==> config.mk <==
export PLATFORM = sky130hd
export DESIGN_NAME = sic_reg_sequencer
export DESIGN_NICKNAME = d
export VERILOG_FILES = /design/src/rtl/sic_pkg.sv /design/src/rtl/sic_reg_sequencer.sv
export SDC_FILE = /design/constraint.sdc
export NUM_CORES = 1
export LEC_CHECK = 0
export CAP_MARGIN = 30
export CORE_MARGIN = 2
export CORE_UTILIZATION = 44
export CTS_CLUSTER_DIAMETER = 80
export DETAILED_ROUTE_END_ITERATION = 8
export GPL_ROUTABILITY_DRIVEN = 1
export PLACE_DENSITY = 0.88
export RECOVER_POWER = 50
export SLEW_MARGIN = 20
export SYNTH_ARGS = -nofsm -noshare
export SYNTH_HDL_FRONTEND = slang
export SYNTH_SLANG_ARGS = --single-unit
==> constraint.sdc <==
create_clock -name clk -period 2.5 [get_ports clk]
set_clock_uncertainty 0.15 [all_clocks]
set_input_delay 0.625 -clock clk [delete_from_list [all_inputs] [get_ports clk]]
set_output_delay 0.625 -clock clk [all_outputs]
set_load 0.1 [all_outputs]
==> src/rtl/sic_pkg.sv <==
// Shared types and constants for the per-SIC register sequencer.
package sic_pkg;

   typedef enum logic [2:0] {
      S_IDLE     = 3'd0,
      S_RD_RS    = 3'd1,
      S_REL_RS   = 3'd2,
      S_RD_RT    = 3'd3,
      S_REL_RT   = 3'd4,
      S_WAIT_RES = 3'd5,
      S_WR       = 3'd6,
      S_REL_WR   = 3'd7
   } sic_seq_state_e;

   localparam int unsigned REG_ZERO_ADDR = 0;

endpackage

==> src/rtl/sic_reg_sequencer.sv <==
// Operand/result sequencer between one SIC and its locked register-file port.
// Reads sources under lock with release, presents operands, writes the result back under lock.
//
// state      | meaning
// -----------+-----------------------------------------------------------
// IDLE       | cmd_ready; latch command on cmd_valid
// RD_RS      | read-lock request for rs, capture data on grant
// REL_RS     | one-cycle release of rs lock
// RD_RT      | read-lock request for rt, capture data on grant
// REL_RT     | one-cycle release of rt lock
// WAIT_RES   | operands valid, wait for execution result
// WR         | write-lock request for rd with latched result
// REL_WR     | one-cycle release of rd lock, instruction done
module sic_reg_sequencer
   import sic_pkg::*;
#(
   parameter int NUM_PHY_REGS = 32,
   parameter int ID_WIDTH     = 8,
   localparam int AW          = $clog2(NUM_PHY_REGS)
) (
   input  logic                clk,
   input  logic                rst,
   input  logic                cmd_valid,
   output logic                cmd_ready,
   input  logic [ID_WIDTH-1:0] cmd_issue_id,
   input  logic                cmd_rs_en,
   input  logic [AW-1:0]       cmd_rs_addr,
   input  logic                cmd_rt_en,
   input  logic [AW-1:0]       cmd_rt_addr,
   input  logic                cmd_rd_en,
   input  logic [AW-1:0]       cmd_rd_addr,
   output logic                opnd_valid,
   output logic [31:0]         opnd_rs_data,
   output logic [31:0]         opnd_rt_data,
   input  logic                res_valid,
   input  logic [31:0]         res_data,
   output logic                res_ready,
   output logic                done,
   output logic [AW-1:0]       sic_addr,
   output logic                sic_req_read,
   output logic                sic_req_write,
   output logic [ID_WIDTH-1:0] sic_issue_id,
   output logic                sic_release,
   output logic [31:0]         sic_wdata,
   input  logic [31:0]         sic_rdata,
   input  logic                sic_grant
);

   localparam logic [AW-1:0] ZERO_ADDR = AW'(REG_ZERO_ADDR);

   sic_seq_state_e      state_q, state_d;
   logic [ID_WIDTH-1:0] id_q, id_d;
   logic [AW-1:0]       rs_addr_q, rs_addr_d;
   logic [AW-1:0]       rt_addr_q, rt_addr_d;
   logic [AW-1:0]       rd_addr_q, rd_addr_d;
   logic                rs_need_q, rs_need_d;
   logic                rt_need_q, rt_need_d;
   logic                rd_en_q, rd_en_d;
   logic [31:0]         rs_data_q, rs_data_d;
   logic [31:0]         rt_data_q, rt_data_d;
   logic [31:0]         res_q, res_d;

   logic                new_rs_need, new_rt_need;

   // Register 0 reads as zero without ever touching the lock.
   assign new_rs_need = cmd_rs_en && (cmd_rs_addr != ZERO_ADDR);
   assign new_rt_need = cmd_rt_en && (cmd_rt_addr != ZERO_ADDR);

   always_ff @(posedge clk) begin
      if (rst) begin
         state_q   <= S_IDLE;
         id_q      <= '0;
         rs_addr_q <= '0;
         rt_addr_q <= '0;
         rd_addr_q <= '0;
         rs_need_q <= 1'b0;
         rt_need_q <= 1'b0;
         rd_en_q   <= 1'b0;
         rs_data_q <= '0;
         rt_data_q <= '0;
         res_q     <= '0;
      end else begin
         state_q   <= state_d;
         id_q      <= id_d;
         rs_addr_q <= rs_addr_d;
         rt_addr_q <= rt_addr_d;
         rd_addr_q <= rd_addr_d;
         rs_need_q <= rs_need_d;
         rt_need_q <= rt_need_d;
         rd_en_q   <= rd_en_d;
         rs_data_q <= rs_data_d;
         rt_data_q <= rt_data_d;
         res_q     <= res_d;
      end
   end

   always_comb begin
      state_d       = state_q;
      id_d          = id_q;
      rs_addr_d     = rs_addr_q;
      rt_addr_d     = rt_addr_q;
      rd_addr_d     = rd_addr_q;
      rs_need_d     = rs_need_q;
      rt_need_d     = rt_need_q;
      rd_en_d       = rd_en_q;
      rs_data_d     = rs_data_q;
      rt_data_d     = rt_data_q;
      res_d         = res_q;
      cmd_ready     = 1'b0;
      opnd_valid    = 1'b0;
      res_ready     = 1'b0;
      done          = 1'b0;
      sic_addr      = '0;
      sic_req_read  = 1'b0;
      sic_req_write = 1'b0;
      sic_issue_id  = '0;
      sic_release   = 1'b0;
      sic_wdata     = '0;

      case (state_q)
         S_IDLE: begin
            cmd_ready = 1'b1;
            if (cmd_valid) begin
               id_d      = cmd_issue_id;
               rs_addr_d = cmd_rs_addr;
               rt_addr_d = cmd_rt_addr;
               rd_addr_d = cmd_rd_addr;
               rs_need_d = new_rs_need;
               rt_need_d = new_rt_need;
               rd_en_d   = cmd_rd_en && (cmd_rd_addr != ZERO_ADDR);
               rs_data_d = '0;
               rt_data_d = '0;
               res_d     = '0;
               if (new_rs_need)
                  state_d = S_RD_RS;
               else if (new_rt_need)
                  state_d = S_RD_RT;
               else
                  state_d = S_WAIT_RES;
            end
         end

         S_RD_RS: begin
            sic_addr     = rs_addr_q;
            sic_req_read = 1'b1;
            sic_issue_id = id_q;
            if (sic_grant) begin
               rs_data_d = sic_rdata;
               state_d   = S_REL_RS;
            end
         end

         S_REL_RS: begin
            sic_addr     = rs_addr_q;
            sic_release  = 1'b1;
            sic_issue_id = id_q;
            state_d      = rt_need_q ? S_RD_RT : S_WAIT_RES;
         end

         S_RD_RT: begin
            sic_addr     = rt_addr_q;
            sic_req_read = 1'b1;
            sic_issue_id = id_q;
            if (sic_grant) begin
               rt_data_d = sic_rdata;
               state_d   = S_REL_RT;
            end
         end

         S_REL_RT: begin
            sic_addr     = rt_addr_q;
            sic_release  = 1'b1;
            sic_issue_id = id_q;
            state_d      = S_WAIT_RES;
         end

         S_WAIT_RES: begin
            opnd_valid = 1'b1;
            res_ready  = 1'b1;
            if (res_valid) begin
               res_d = res_data;
               if (rd_en_q) begin
                  state_d = S_WR;
               end else begin
                  done    = 1'b1;
                  state_d = S_IDLE;
               end
            end
         end

         S_WR: begin
            sic_addr      = rd_addr_q;
            sic_req_write = 1'b1;
            sic_wdata     = res_q;
            sic_issue_id  = id_q;
            if (sic_grant)
               state_d = S_REL_WR;
         end

         S_REL_WR: begin
            sic_addr     = rd_addr_q;
            sic_release  = 1'b1;
            sic_issue_id = id_q;
            done         = 1'b1;
            state_d      = S_IDLE;
         end

         default: state_d = S_IDLE;
      endcase
   end

   assign opnd_rs_data = rs_data_q;
   assign opnd_rt_data = rt_data_q;

endmodule

== Word-level counts from Yosys, hierarchy flattened ==
Cells that the tools add are included.
Storage, ports and cells
  flip-flop bits (word level): 124
  bits in latches: 0
  RAM bits: 0
  memory bits (read-only): 0
  input bits: 95
  output and inout bits: 116
  word-level logic and storage cells: 70
  memories: 0
Operators by class
  add/subtract/negate cells: 0
  multiply operators: 0
  div/mod/pow operators: 0
  order comparisons: 0
  equal/unequal tests: 12
  shifts and indexed selects: 0
  multiplexer cells: 27
  bitwise logic cells: 0
  reduce and logical (&&, ||, !) cells: 21
Operator list (number)
  $pmux W32 S2: 3
  $mux W32: 4
  $mux W3: 9
  $pmux W3 S8: 1
  $pmux W5 S3: 1
  $reduce_bool A5 Y1: 3
  $eq A3 B3 Y1 const B: 4
  $ne A2 B2 Y1 const B: 5
  $reduce_and A3 Y1: 3
  $mux W8: 1
  $reduce_or A2 Y1: 4
  $mux W1: 7
  $eq A3 B2 Y1 const B: 2
  $reduce_bool A2 Y1: 3
  $reduce_or A6 Y1: 1
  $reduce_and A5 Y1: 1
  $eq A3 B1 Y1 const B: 1
  $logic_and A1 B1 Y1: 3
  $logic_not A3 Y1: 1
  $reduce_or A3 Y1: 1
  $pmux W1 S2: 1
  $reduce_and A2 Y1: 1

== Logic depth before layout (Yosys ltp) ==
  depth in word-level cells: 6
  gate-level depth with buffers: 7
  gate-level depth less buffers: 4

== Least setup slack after synthesis ==
Ideal clock, no wire load.
  path kind: flip-flop to output port
  start: register state_q[2]
  end: output port sic_release
  arrival time: 2.993 ns
  data required time: 1.725 ns
  slack: -1.268 ns
  stages on the path, launching flop included: 5
  path buffers: 3
  cells stage by stage: dfxtp_1 > buf_2 > buf_2 > clkbuf_1 > o21ai_0
On the way
  longest elaborated chain between the ends: 3
  elaborated cells on any way between the ends: 5
  classes of those cells: eq/ne: 3; mux: 1; reduce/logical: 1
Ends and longest elaborated chain
  from (decl): RTL line sic_reg_sequencer.sv:51  | sic_seq_state_e state_q, state_d;
  from (signal assigned): RTL line sic_reg_sequencer.sv:83  | state_q <= state_d;
  $eq A3 B3 Y1 / $eq A3 B2 Y1 (equally long branches): RTL line sic_reg_sequencer.sv:120  | case (state_q)
  $reduce_or A3 Y1 (no source line) *
  $mux W1 *: RTL line sic_reg_sequencer.sv:120
  to (decl): RTL line sic_reg_sequencer.sv:43  | output logic sic_release,
Mark *: on every way between the ends. The rest lies on a longest branch, timed or not.

== Worst setup path in the final report ==
  start: register state_q[1]
  end: output port sic_wdata[23]
On the way
  longest elaborated chain between the ends: 2
Ends and longest elaborated chain
  $eq A3 B3 Y1: RTL line sic_reg_sequencer.sv:120
  $mux W32: RTL line sic_reg_sequencer.sv:120
  to (decl): RTL line sic_reg_sequencer.sv:44  | output logic [31:0] sic_wdata,
No other way between the ends.

==> qor.txt <==
Status = finished with violations
Violated checks = setup timing
Yosys top cell area share = 46.7%
Hold Path End = opnd_rs_data[28]
WP data arrival = 1.76 ns
Ys async rst share = 0%
Post-synth design cell area = 5320 um2
Critical path type = reg2out
Final wirelength = 17,100 um
# rows = 40
Setup-failing EPs final = 11
Drt drc = 0
Flip-flop and latch count after synthesis = 124
Pleak = 3.46 nW
Top_reg_cell synth = dfxtp_1
Max Cap Violations = 0
Dpl hpwl = 10,600 um
Layout cells sized above 1 = 29.6%
Synth cell types = 39
TritonCTS clock tree = yes
Place WS = -0.0728 ns
Final nets = 929
Post-Synthesis Cells = 627
Starting Density = 44.6%
Post-route minimum period = 2.54 ns
Hold Path Cell Cnt = 2
F_max = 0.394 GHz
Area grow syn2layout = 66.2%
Drt pass-1 iters = 5
Syn avg cell area = 8.48 um2
Initial DRC count = 328
N_diodes = 0
Root buffer cell = clkbuf_16
Worst-margin pin slew = 0.680 ns
Drt via density = 5.47
Worst setup SP type = flip-flop
Clock Tree Buf Depth = 2
Synth area leader = dfxtp_1
Largest net degree at the start of global routing = 125
Final ANT Viol Nets = 0
CTS Sinks = 124
Wire per inst = 17.2 um
GPL Wtd Cong = 0.828
HP Class = reg2reg
VDD IR-drop max = 0.635 mV
Most frequent CP cell = buf_8
Setup WS post-layout = -0.0383 ns
Fin Hold WS = 0.298 ns
First-pass GRT wire length = 25,900 um
Number of synthesized flops with an enable pin = 0
Top post-synthesis cells by count = dfxtp_1 (124), nand2_1 (85), nor2_1 (75)
Most frequent cell after synthesis = dfxtp_1
Core area = 11,900 um2
Required time of the critical path = 1.73 ns
PwrDens = 1020 nW/um2
CTS H-tree lvls = 4
Die footprint = 13,000 um2
Critical path cell sequence = buf_8 -> nand2_4 -> nor2_4 -> clkbuf_16 -> buf_8 -> and2_4 -> buf_12
PortBufs = 210
Die Span X = 114 um
Synth Net Count = 722
Worst slew margin = 54.7%
R2r setup slk = 0.25 ns
Routed vias = 5,440
Top-Level Pins = 211
Top cells by area, synth = dfxtp_1 (47%), and2_1 (7.8%), mux2i_1 (6.0%)
RSZ-0062 raised after global routing = true
Remaining Overflow, GRT = 0
Worst Reg-to-Reg Cells = 7
CP startpoint = state_q[1]
Slowest CP cell = dfxtp_4
Clk slew on worst S/H paths = 0.05 ns
Die Span Y = 114 um
Clock Latency Late Sink = 0.41 ns
Inserted Clock Buffers = 17
Synth warn = 0
Worst Min Path Start = opnd_rs_data[28]
Hold Fails Final Rpt = 0
Final Max Tran Viols = 0
Reg-to-Reg End = rt_need_q
Tot GR Track Use = 25.4%
Antenna violations before repair = 0
Critical path capture point type = output port
RR Startpoint = state_q[1]
Number of global-route vias before repair = 5,165
CP max stage delay = 0.37 ns
Register area share after synthesis = 46.7%
Final period util = 102%
Crit path max fanout = 8
==> what timing repair did <==
action / in CTS / in global routing
setup buffers: 0 / 11
hold buffers: 0 / 0
gates cloned: 0 / 1
gates resized for setup: 31 / 16
pin swaps: 1 / 11
endpoints found under the setup margin: 48 / 45
==> placed cells by master, fill, tap and decap left out, types with 32 or more instances in the layout <==
| cell type | Yosys | routed |
|---|---|---|
| a21oi_1 | 63 | 58 |
| a22oi_1 | 36 | 36 |
| and2_1 | 66 | 36 |
| buf_12 | 3 | 60 |
| clkbuf_2 | 0 | 66 |
| clkdlybuf4s50_1 | 0 | 92 |
| dfxtp_1 | 124 | 121 |
| mux2i_1 | 32 | 32 |
| nand2_1 | 85 | 81 |
| nand4_1 | 32 | 32 |
| nor2_1 | 75 | 70 |
==> stage by stage <==
stage          instances  utilization, %  cell area (um2)  power (mW)  setup TNS, ns
2_1_floorplan        627               -             5520        5.13          -3.32
3_3_place_gp         950            68.2             8120        6.21              0
3_5_place_dp         950            68.2             8120        6.25          -1.40
4_1_cts              982            74.4             8860        8.96        -0.0141
5_1_grt              994            74.2             8840        9.34          -1.55
6_report             994            74.2             8840        8.99         -0.291
==> how the worst max path moves through the flow <==
stage | end | slack [ns] | cells past startpoint
after floorplan | id_q[6] | -0.16 | 7
after global placement | res_q[6] | 0.01 | 6
after detailed placement | res_q[8] | -0.07 | 6
after CTS | sic_addr[0] | -0.01 | 5
after global routing | sic_wdata[23] | -0.09 | 7
final | sic_wdata[23] | -0.04 | 7
==> worst max-delay path, delay by kind of cell, from the launching register on <==
kind	cells	cell delay, ns
DFF	1	0.37
buffers and inverters	4	0.59
and+or+nand+nor	3	0.39
==> cell families (layout without fill, tap and decap cells) <==
kind of cell / Yosys count / count (layout) / share of synthesized area (%)
simple gates: 295 / 295 / 27.3
flops: 124 / 124 / 46.7
compound gates: 116 / 116 / 13.7
buf+inv: 58 / 278 / 5.93
mux: 34 / 34 / 6.45
==> report_power, final <==
part           switching [mW]  total, mW  internal, mW  leakage [nW]
clock                   0.846       2.52          1.67         0.295
sequential              0.177       2.38          2.20          1.01
combinational            2.72       4.10          1.37          2.16
==> flip-flops by register name, summed over array words and instances, names as in the netlist <==
register / cells
rd_en_q: 1
state_q: 3
rt_need_q: 1
rs_addr_q: 5
opnd_rs_data: 32
opnd_rt_data: 32
rt_addr_q: 5
rd_addr_q: 5
res_q: 32
id_q: 8
==> metal layers <==
| layer | part of all wire [%] | wire [um] | GRT usage, % |
|---|---|---|---|
| met1 | 41 | 7030 | 31.2 |
| met4 | 2.0 | 337 | 9.67 |
| met2 | 50 | 8590 | 41.7 |
| met3 | 6.7 | 1140 | 7.97 |
| met5 | 0 | 0 | 0 |
==> area by class of cell <==
class	count	area, um2
Clock buffer	26	499
Clock inverter	6	108
Fill cell	823	3070
Inverter	1	3.75
Multi-Input combinational cell	445	2850
Sequential cell	124	2490
Tap cell	147	184
Timing Repair Buffer	245	2700
(Power assumes the default switching activity.)
